## config.mk

```make
export PLATFORM = sky130hd
export DESIGN_NAME = load_store_unit_flat
export DESIGN_NICKNAME = d
export VERILOG_FILES = /design/src/rtl/mips_mem_pkg.sv /design/src/rtl/load_store_unit_if.sv /design/src/rtl/lsu_byte_lane.sv /design/src/rtl/load_store_unit.sv /design/src/flat_wrapper.sv
export SDC_FILE = /design/constraint.sdc
export NUM_CORES = 1
export LEC_CHECK = 0
export ABC_AREA = 1
export BUFFER_PORTS_ARGS = -buffer_cell sky130_fd_sc_hd__buf_2
export CORE_MARGIN = 8
export CORE_UTILIZATION = 45
export CTS_BUF_LIST = sky130_fd_sc_hd__clkbuf_8
export DETAILED_ROUTE_END_ITERATION = 12
export GPL_TIMING_DRIVEN = 0
export PLACE_DENSITY = 0.77
export SYNTH_ARGS = -nofsm -noshare
export SYNTH_HDL_FRONTEND = slang
export SYNTH_SLANG_ARGS = --single-unit
```

## constraint.sdc

```tcl
create_clock -name clk -period 4.6 [get_ports clk]
set_input_delay 0 -clock clk [delete_from_list [all_inputs] [get_ports clk]]
set_output_delay 0 -clock clk [all_outputs]
set_load 0.1 [all_outputs]
```

## src/rtl/mips_mem_pkg.sv

```systemverilog
// Shared definitions for the MIPS data-memory initiator: access size codes,
// LSU state encoding and big-endian lane positions.
package mips_mem_pkg;

  localparam logic [1:0] SIZE_BYTE = 2'b00;
  localparam logic [1:0] SIZE_HALF = 2'b01;
  localparam logic [1:0] SIZE_WORD = 2'b10;
  localparam logic [1:0] SIZE_RSVD = 2'b11;

  typedef enum logic [2:0] {
    ST_IDLE    = 3'd0,
    ST_RD      = 3'd1,
    ST_RD_DATA = 3'd2,
    ST_WR      = 3'd3,
    ST_RESP    = 3'd4
  } lsu_state_e;

  // Big-endian: byte offset 0 and half 0 sit in the most significant lanes.
  localparam logic [4:0] BYTE0_LSB = 5'd24;
  localparam logic [4:0] HALF0_LSB = 5'd16;

  function automatic logic [4:0] byte_lsb(input logic [1:0] offset);
    return BYTE0_LSB - {offset, 3'b000};
  endfunction

  function automatic logic [4:0] half_lsb(input logic half_sel);
    return half_sel ? 5'd0 : HALF0_LSB;
  endfunction

endpackage

```

## src/rtl/load_store_unit_if.sv

```systemverilog
// Pipeline-side request/response channel of the load/store unit.
interface load_store_unit_if;
  logic        req_valid;
  logic        req_ready;
  logic        req_write;
  logic [1:0]  req_size;
  logic        req_unsigned;
  logic [31:0] req_addr;
  logic [31:0] req_wdata;
  logic        resp_valid;
  logic [31:0] resp_rdata;
  logic        resp_err;

  modport master (
    output req_valid, req_write, req_size, req_unsigned, req_addr, req_wdata,
    input  req_ready, resp_valid, resp_rdata, resp_err
  );

  modport slave (
    input  req_valid, req_write, req_size, req_unsigned, req_addr, req_wdata,
    output req_ready, resp_valid, resp_rdata, resp_err
  );
endinterface

```

## src/rtl/lsu_byte_lane.sv

```systemverilog
// Combinational big-endian lane logic: load extraction/extension and
// sub-word store merge into a full memory word.
module lsu_byte_lane
  import mips_mem_pkg::*;
(
  input  logic [31:0] word,
  input  logic [1:0]  offset,
  input  logic [1:0]  size,
  input  logic        is_unsigned,
  input  logic [31:0] wdata,
  output logic [31:0] load_data,
  output logic [31:0] merged
);

  logic [4:0]  b_lsb;
  logic [4:0]  h_lsb;
  logic [7:0]  b_val;
  logic [15:0] h_val;

  assign b_lsb = byte_lsb(offset);
  assign h_lsb = half_lsb(offset[1]);
  assign b_val = word[b_lsb +: 8];
  assign h_val = word[h_lsb +: 16];

  // Load extraction with sign or zero extension.
  always_comb begin
    load_data = 32'h0000_0000;
    case (size)
      SIZE_BYTE: load_data = is_unsigned ? {24'h000000, b_val} : {{24{b_val[7]}}, b_val};
      SIZE_HALF: load_data = is_unsigned ? {16'h0000, h_val} : {{16{h_val[15]}}, h_val};
      SIZE_WORD: load_data = word;
      default:   load_data = 32'h0000_0000;
    endcase
  end

  // Store merge: only the low byte/half of wdata lands in the addressed lane.
  always_comb begin
    merged = word;
    case (size)
      SIZE_BYTE: merged = (word & ~(32'h0000_00FF << b_lsb)) | ((wdata & 32'h0000_00FF) << b_lsb);
      SIZE_HALF: merged = (word & ~(32'h0000_FFFF << h_lsb)) | ((wdata & 32'h0000_FFFF) << h_lsb);
      SIZE_WORD: merged = wdata;
      default:   merged = word;
    endcase
  end

endmodule

```

## src/rtl/load_store_unit.sv

```systemverilog
// Load/store unit driving a word-wide synchronous data memory.
// Optional build macro LSU_ALIGN_CHECK_EN turns misaligned half/word accesses into errors.
module load_store_unit
  import mips_mem_pkg::*;
#(
  parameter int ADDRESS_SZ = 10
) (
  input  logic                  clk,
  input  logic                  rst,
  load_store_unit_if.slave      lsu,
  output logic                  mem_we,
  output logic [ADDRESS_SZ-1:0] mem_address,
  output logic [31:0]           mem_data_in,
  input  logic [31:0]           mem_rdata
);

  lsu_state_e state_r, next_state_s;

  logic                  cap_write_r, cap_write_s;
  logic [1:0]            cap_size_r, cap_size_s;
  logic                  cap_unsigned_r, cap_unsigned_s;
  logic [1:0]            cap_offset_r, cap_offset_s;
  logic [31:0]           cap_wdata_r, cap_wdata_s;

  logic                  mem_we_r, mem_we_s;
  logic [ADDRESS_SZ-1:0] mem_address_r, mem_address_s;
  logic [31:0]           mem_data_in_r, mem_data_in_s;
  logic                  req_ready_r;
  logic                  resp_valid_r, resp_valid_s;
  logic [31:0]           resp_rdata_r, resp_rdata_s;
  logic                  resp_err_r, resp_err_s;

  logic                  req_err_s;
  logic                  misalign_s;
  logic [31:0]           load_data_s;
  logic [31:0]           merged_s;
  logic [31-ADDRESS_SZ-2:0] unused_addr_hi;

  assign unused_addr_hi = lsu.req_addr[31:ADDRESS_SZ+2];

  lsu_byte_lane u_lane (
    .word        (mem_rdata),
    .offset      (cap_offset_r),
    .size        (cap_size_r),
    .is_unsigned (cap_unsigned_r),
    .wdata       (cap_wdata_r),
    .load_data   (load_data_s),
    .merged      (merged_s)
  );

`ifdef LSU_ALIGN_CHECK_EN
  assign misalign_s = ((lsu.req_size == SIZE_HALF) && lsu.req_addr[0]) ||
                      ((lsu.req_size == SIZE_WORD) && (lsu.req_addr[1:0] != 2'b00));
`else
  assign misalign_s = 1'b0;
`endif

  assign req_err_s = (lsu.req_size == SIZE_RSVD) || misalign_s;

  // Next-state and next registered-output logic.
  always_comb begin
    next_state_s   = state_r;
    cap_write_s    = cap_write_r;
    cap_size_s     = cap_size_r;
    cap_unsigned_s = cap_unsigned_r;
    cap_offset_s   = cap_offset_r;
    cap_wdata_s    = cap_wdata_r;
    mem_we_s       = 1'b0;
    mem_address_s  = mem_address_r;
    mem_data_in_s  = mem_data_in_r;
    resp_valid_s   = 1'b0;
    resp_rdata_s   = resp_rdata_r;
    resp_err_s     = resp_err_r;
    case (state_r)
      ST_IDLE: begin
        if (lsu.req_valid && req_ready_r) begin
          cap_write_s    = lsu.req_write;
          cap_size_s     = lsu.req_size;
          cap_unsigned_s = lsu.req_unsigned;
          cap_offset_s   = lsu.req_addr[1:0];
          cap_wdata_s    = lsu.req_wdata;
          resp_rdata_s   = 32'h0000_0000;
          resp_err_s     = 1'b0;
          if (req_err_s) begin
            next_state_s = ST_RESP;
            resp_valid_s = 1'b1;
            resp_err_s   = 1'b1;
          end else if (lsu.req_write && (lsu.req_size == SIZE_WORD)) begin
            next_state_s  = ST_WR;
            mem_we_s      = 1'b1;
            mem_address_s = lsu.req_addr[ADDRESS_SZ+1:2];
            mem_data_in_s = lsu.req_wdata;
          end else begin
            next_state_s  = ST_RD;
            mem_address_s = lsu.req_addr[ADDRESS_SZ+1:2];
          end
        end else begin
          next_state_s = ST_IDLE;
        end
      end
      ST_RD: next_state_s = ST_RD_DATA;
      ST_RD_DATA: begin
        if (cap_write_r) begin
          next_state_s  = ST_WR;
          mem_we_s      = 1'b1;
          mem_data_in_s = merged_s;
        end else begin
          next_state_s = ST_RESP;
          resp_valid_s = 1'b1;
          resp_rdata_s = load_data_s;
        end
      end
      ST_WR: begin
        next_state_s = ST_RESP;
        resp_valid_s = 1'b1;
      end
      ST_RESP: next_state_s = ST_IDLE;
      default: next_state_s = ST_IDLE;
    endcase
  end

  // State, captured request and registered outputs.
  always_ff @(posedge clk or posedge rst) begin
    if (rst) begin
      state_r        <= ST_IDLE;
      cap_write_r    <= 1'b0;
      cap_size_r     <= SIZE_BYTE;
      cap_unsigned_r <= 1'b0;
      cap_offset_r   <= 2'b00;
      cap_wdata_r    <= 32'h0000_0000;
      mem_we_r       <= 1'b0;
      mem_address_r  <= '0;
      mem_data_in_r  <= 32'h0000_0000;
      req_ready_r    <= 1'b1;
      resp_valid_r   <= 1'b0;
      resp_rdata_r   <= 32'h0000_0000;
      resp_err_r     <= 1'b0;
    end else begin
      state_r        <= next_state_s;
      cap_write_r    <= cap_write_s;
      cap_size_r     <= cap_size_s;
      cap_unsigned_r <= cap_unsigned_s;
      cap_offset_r   <= cap_offset_s;
      cap_wdata_r    <= cap_wdata_s;
      mem_we_r       <= mem_we_s;
      mem_address_r  <= mem_address_s;
      mem_data_in_r  <= mem_data_in_s;
      req_ready_r    <= (next_state_s == ST_IDLE);
      resp_valid_r   <= resp_valid_s;
      resp_rdata_r   <= resp_rdata_s;
      resp_err_r     <= resp_err_s;
    end
  end

  assign mem_we          = mem_we_r;
  assign mem_address     = mem_address_r;
  assign mem_data_in     = mem_data_in_r;
  assign lsu.req_ready   = req_ready_r;
  assign lsu.resp_valid  = resp_valid_r;
  assign lsu.resp_rdata  = resp_rdata_r;
  assign lsu.resp_err    = resp_err_r;

endmodule

```

## src/flat_wrapper.sv

```systemverilog
// flat-port wrapper written by rule: the top's interface ports become plain ports
module load_store_unit_flat import mips_mem_pkg::*;
#(
  parameter int ADDRESS_SZ = 10
)
  (clk, rst, mem_we, mem_address, mem_data_in, mem_rdata, lsu_req_valid, lsu_req_write, lsu_req_size, lsu_req_unsigned, lsu_req_addr, lsu_req_wdata, lsu_req_ready, lsu_resp_valid, lsu_resp_rdata, lsu_resp_err);
  load_store_unit_if lsu_i ();
  input  logic clk;
  input  logic rst;
  output logic mem_we;
  output logic [ADDRESS_SZ-1:0] mem_address;
  output logic [31:0] mem_data_in;
  input  logic [31:0] mem_rdata;
  input wire logic [$bits(lsu_i.req_valid)-1:0] lsu_req_valid;
  input wire logic [$bits(lsu_i.req_write)-1:0] lsu_req_write;
  input wire logic [$bits(lsu_i.req_size)-1:0] lsu_req_size;
  input wire logic [$bits(lsu_i.req_unsigned)-1:0] lsu_req_unsigned;
  input wire logic [$bits(lsu_i.req_addr)-1:0] lsu_req_addr;
  input wire logic [$bits(lsu_i.req_wdata)-1:0] lsu_req_wdata;
  output wire logic [$bits(lsu_i.req_ready)-1:0] lsu_req_ready;
  output wire logic [$bits(lsu_i.resp_valid)-1:0] lsu_resp_valid;
  output wire logic [$bits(lsu_i.resp_rdata)-1:0] lsu_resp_rdata;
  output wire logic [$bits(lsu_i.resp_err)-1:0] lsu_resp_err;
  assign lsu_i.req_valid = lsu_req_valid;
  assign lsu_i.req_write = lsu_req_write;
  assign lsu_i.req_size = lsu_req_size;
  assign lsu_i.req_unsigned = lsu_req_unsigned;
  assign lsu_i.req_addr = lsu_req_addr;
  assign lsu_i.req_wdata = lsu_req_wdata;
  assign lsu_req_ready = lsu_i.req_ready;
  assign lsu_resp_valid = lsu_i.resp_valid;
  assign lsu_resp_rdata = lsu_i.resp_rdata;
  assign lsu_resp_err = lsu_i.resp_err;
  load_store_unit #(.ADDRESS_SZ(ADDRESS_SZ)) u_core (.clk(clk), .rst(rst), .lsu(lsu_i), .mem_we(mem_we), .mem_address(mem_address), .mem_data_in(mem_data_in), .mem_rdata(mem_rdata));
endmodule
```

==> results.md <==
- Port buffering added 160 buffers.
- The start-to-end type of the worst setup path is register to register.
- In the post-synthesis netlist, the cell with the most instances is sky130_fd_sc_hd__nand2_1.
- The cell area that synthesis handed to floorplanning was 6630 sq um.
- During synthesis, Yosys emitted a total of 0 warnings.
- The cell at the root of the clock tree is sky130_fd_sc_hd__clkbuf_8.
- STA classifies the critical path endpoint as a register.
- The via count of the first global-routing pass is 7061.
- The kind of path behind the tightest hold check is primary input to register.
- The average cell area after synthesis is 6.67 sq um.
- The total setup violations reported at the end of the flow is 0.
- Before antenna repair, the detailed router went through 5 iterations.
- The initial detailed-routing violation count is 803.
- The final wirelength is 23400 um.
- The width of the die is 137 um.
- In this run the worst path has a maximum fanout of 10.
- After clock tree synthesis, the clock-pin slew on the worst setup and hold paths is 0.08 ns.
- From synthesis to final layout, the design area changed by 35.1%.
- The placement row count is 44.
- TritonCTS built the clock tree.
- Together, buffers and inverters on the worst path number 3.
- Post-CTS timing repair inserted 0 buffers for setup.
- The placeable core region is 14500 sq um.
- Setup repair after global routing left no endpoint under its margin.
- Grouping stages by cell kind, the critical path spends the most delay in buffers and inverters.
- The initial utilization of the core area, before any placement, comes to 0.458.
- The required time reported for the critical path endpoint is roughly 5 ns.
- The average wire length per cell after detail routing is 16.1 um.
- The number of storage elements in the synthesis netlist is 119.
- The share of flip-flops with an asynchronous set or reset after synthesis is 1.00.
- Yosys mapped the design onto 25 distinct sky130hd cell types.
- Traced cell by cell, the critical path runs through buf_4 > nor2_2 > inv_1 > o21ai_2 > nand2_1 > nand3_1 > dlygate4sd3_1 > nand2_1 > nand2_1.
- The commonest cells after synthesis are sky130_fd_sc_hd__nand2_1 (431), sky130_fd_sc_hd__dfrtp_1 (118), sky130_fd_sc_hd__nor2_1 (101).
- The delay of the slowest cell on the worst path is 0.54 ns.
- Of all cell types, the one taking the most synthesized area is sky130_fd_sc_hd__dfrtp_1.
- At the pin with the least slew margin, the transition time is ~0.54 ns.
- Using the TritonRoute via totals, the vias-per-cell ratio works out to 5.07.
- From bottom edge to top edge, the die measures 137 um.
- The tool flagged a number of max-cap violations equal to 0.
- The run finished with clean final reports.
- The total routing resource utilization after global routing is 0.251.
- The number of nets still failing antenna checks after routing is 0.
- The final number of hold-violating endpoints is 0.
- The overall die area is 18900 sq um.
- Of the post-synthesis cell area, the dominant cell type holds 0.445.
- Counting I/O delays and the setup requirement, the final critical path takes 2.24 ns.
- The sequential element share of the synthesized area is 0.449.
- Entering global routing, the biggest net connects 83 pins.
- The most used flip-flop cell after synthesis is sky130_fd_sc_hd__dfrtp_1.
- At the end of routability-driven placement, the weighted congestion stood at 0.958.
- The worst setup skew after layout is 0.0149 ns.
- The first global-routing pass estimated 36400 um of wire.
- In this run the tightest slew margin relative to its limit is 0.643.
- Static timing analysis puts the maximum clock frequency at 0.446 GHz.
- The initial antenna violation count was 0.
- The count of unresolved DRC violations after routing is 0.
- Across all layers, the routed design uses 7372 vias.
- The number of nets handed over by synthesis was 1098.
- STA classifies the critical path startpoint as a register.
- The cell seen most often among critical-path stages is sky130_fd_sc_hd__nand2_1.
- The cell count after synthesis came out at approximately 1000.
- The number of primary I/O pins is approximately 180.
- In this run, CTS created clock tree buffers numbering 17.
- For the final routed database, the setup TNS stands at 0 ns.
- CTS saw 119 sinks.
- The ratio of cells with drive above 1 in the final layout is 0.193.
- In the final design database the tool counted 1358 nets.
- The slowest stage cell on the critical path is sky130_fd_sc_hd__dlygate4sd3_1.
- The number of flops mapped to enable cells by yosys is 0.
- Sorting the synthesized cells by area gives the leading types as sky130_fd_sc_hd__dfrtp_1 (45%), sky130_fd_sc_hd__nand2_1 (24%), sky130_fd_sc_hd__nor2_1 (5.7%), sky130_fd_sc_hd__inv_1 (5.4%), sky130_fd_sc_hd__nand3_1 (5.3%).
- For the worst-skew pair, the clock arrives at the later sink with an insertion delay of 0.47 ns.
- Dividing the final minimum period by the clock period gives 0.488.
- The number of pins with negative max-slew slack in the final report is 0.
- The worst setup slack for register-to-register paths is 2.36 ns.
- The arrival time at the worst endpoint is around 2.6 ns.
- The longest clock path from root to sink contains 2 buffers.
- Detailed placement ended at an HPWL of between 15000 and 20000 um.
- The remaining global-route overflow is 0.
- The count of H-tree levels built during CTS is 4.
[final timing paths]
check                                                  to  depth (start not counted)                   start
worst max register to register   u_core.lsu.resp_rdata[3]                          9  u_core.cap_offset_r[1]
max in group asynchronous          u_core.mem_data_in[23]                          4                     rst
worst max-delay path             u_core.lsu.resp_rdata[3]                          9  u_core.cap_offset_r[1]
worst min-delay path                  u_core.lsu.resp_err                          5           lsu_req_valid
min in group asynchronous       u_core.lsu.resp_rdata[29]                          3                     rst
worst min register to register      u_core.mem_address[6]                          2   u_core.mem_address[6]
[worst reg2reg max path: stages (launching register included)]
cell and delay (ns):
sky130_fd_sc_hd__dfrtp_1 0.48, sky130_fd_sc_hd__buf_4 0.23, sky130_fd_sc_hd__nor2_2 0.27, sky130_fd_sc_hd__inv_1 0.22, sky130_fd_sc_hd__o21ai_2 0.16, sky130_fd_sc_hd__nand2_1 0.08, sky130_fd_sc_hd__nand3_1 0.08, sky130_fd_sc_hd__dlygate4sd3_1 0.54
sky130_fd_sc_hd__nand2_1 0.06, sky130_fd_sc_hd__nand2_1 0.07
[state kept, by name (all words and copies together) (netlist names), 2 cells and up]
register               count
u_core.cap_size_r          2
u_core.state_r             3
u_core.mem_address        10
u_core.cap_wdata_r        32
u_core.mem_data_in        32
u_core.cap_offset_r        2
u_core.lsu.resp_rdata     32
[layout by cell type, fill, tap and decap left out, drive strengths merged, types with 5 or more instances in the layout]
cell type	Yosys	routed
buf	34	195
clkinv	0	7
a21oi	52	52
o211ai	5	5
nor2	108	108
dlygate4sd3	0	80
inv	101	102
bufinv	0	5
dfrtp	118	118
o21ai	53	53
nand2	433	433
clkbuf	11	28
nand3	72	72
[stage by stage]
step	setup WS, ns	instances	area (sq um)	util	hold WS, ns
after detailed placement	2.76	1340	7700	0.532	0.0178
after floorplan	1.44	995	6630	-	0.110
after CTS	2.38	1452	8960	0.619	0.0101
after global routing	2.23	1452	8960	0.619	0.0491
after global placement	0.117	1339	7660	0.529	0.193
final	2.36	1454	8960	0.619	0.0306
[layout make-up]
class / count / area (sq um)
repair buffers: 241 / 1630
diodes: 2 / 5.00
clock inverters: 15 / 228
fillers: 1369 / 5520
clock buffers: 17 / 234
multi-input cells: 730 / 3050
flip-flops and latches: 119 / 2980
plain buffers: 45 / 229
well taps: 184 / 230
inverters: 101 / 384
[what timing repair did]
action | 4_1_cts | 5_1_grt
resized for setup | 0 | 0
endpoints found under the hold margin | 217 | 0
hold buffers | 80 | 0
[kinds of logic after synthesis]
logic type / share of synthesized area
flops: 0.449
buf+inv: 0.0917
compound gates: 0.0922
simple gates: 0.367
[layer usage]
layer | vias to the layer above | track usage | part of all wire
met5 | - | 0 | 0
met4 | 0 | 0.115 | 0.029
met3 | 51 | 0.0635 | 0.093
met2 | 352 | 0.398 | 0.47
met1 | 3359 | 0.315 | 0.41
li1 | 3610 | - | -
Power is left out: the tool's default activity adds up to more than one toggle a clock period on the data nets, which glitch-free logic cannot reach.
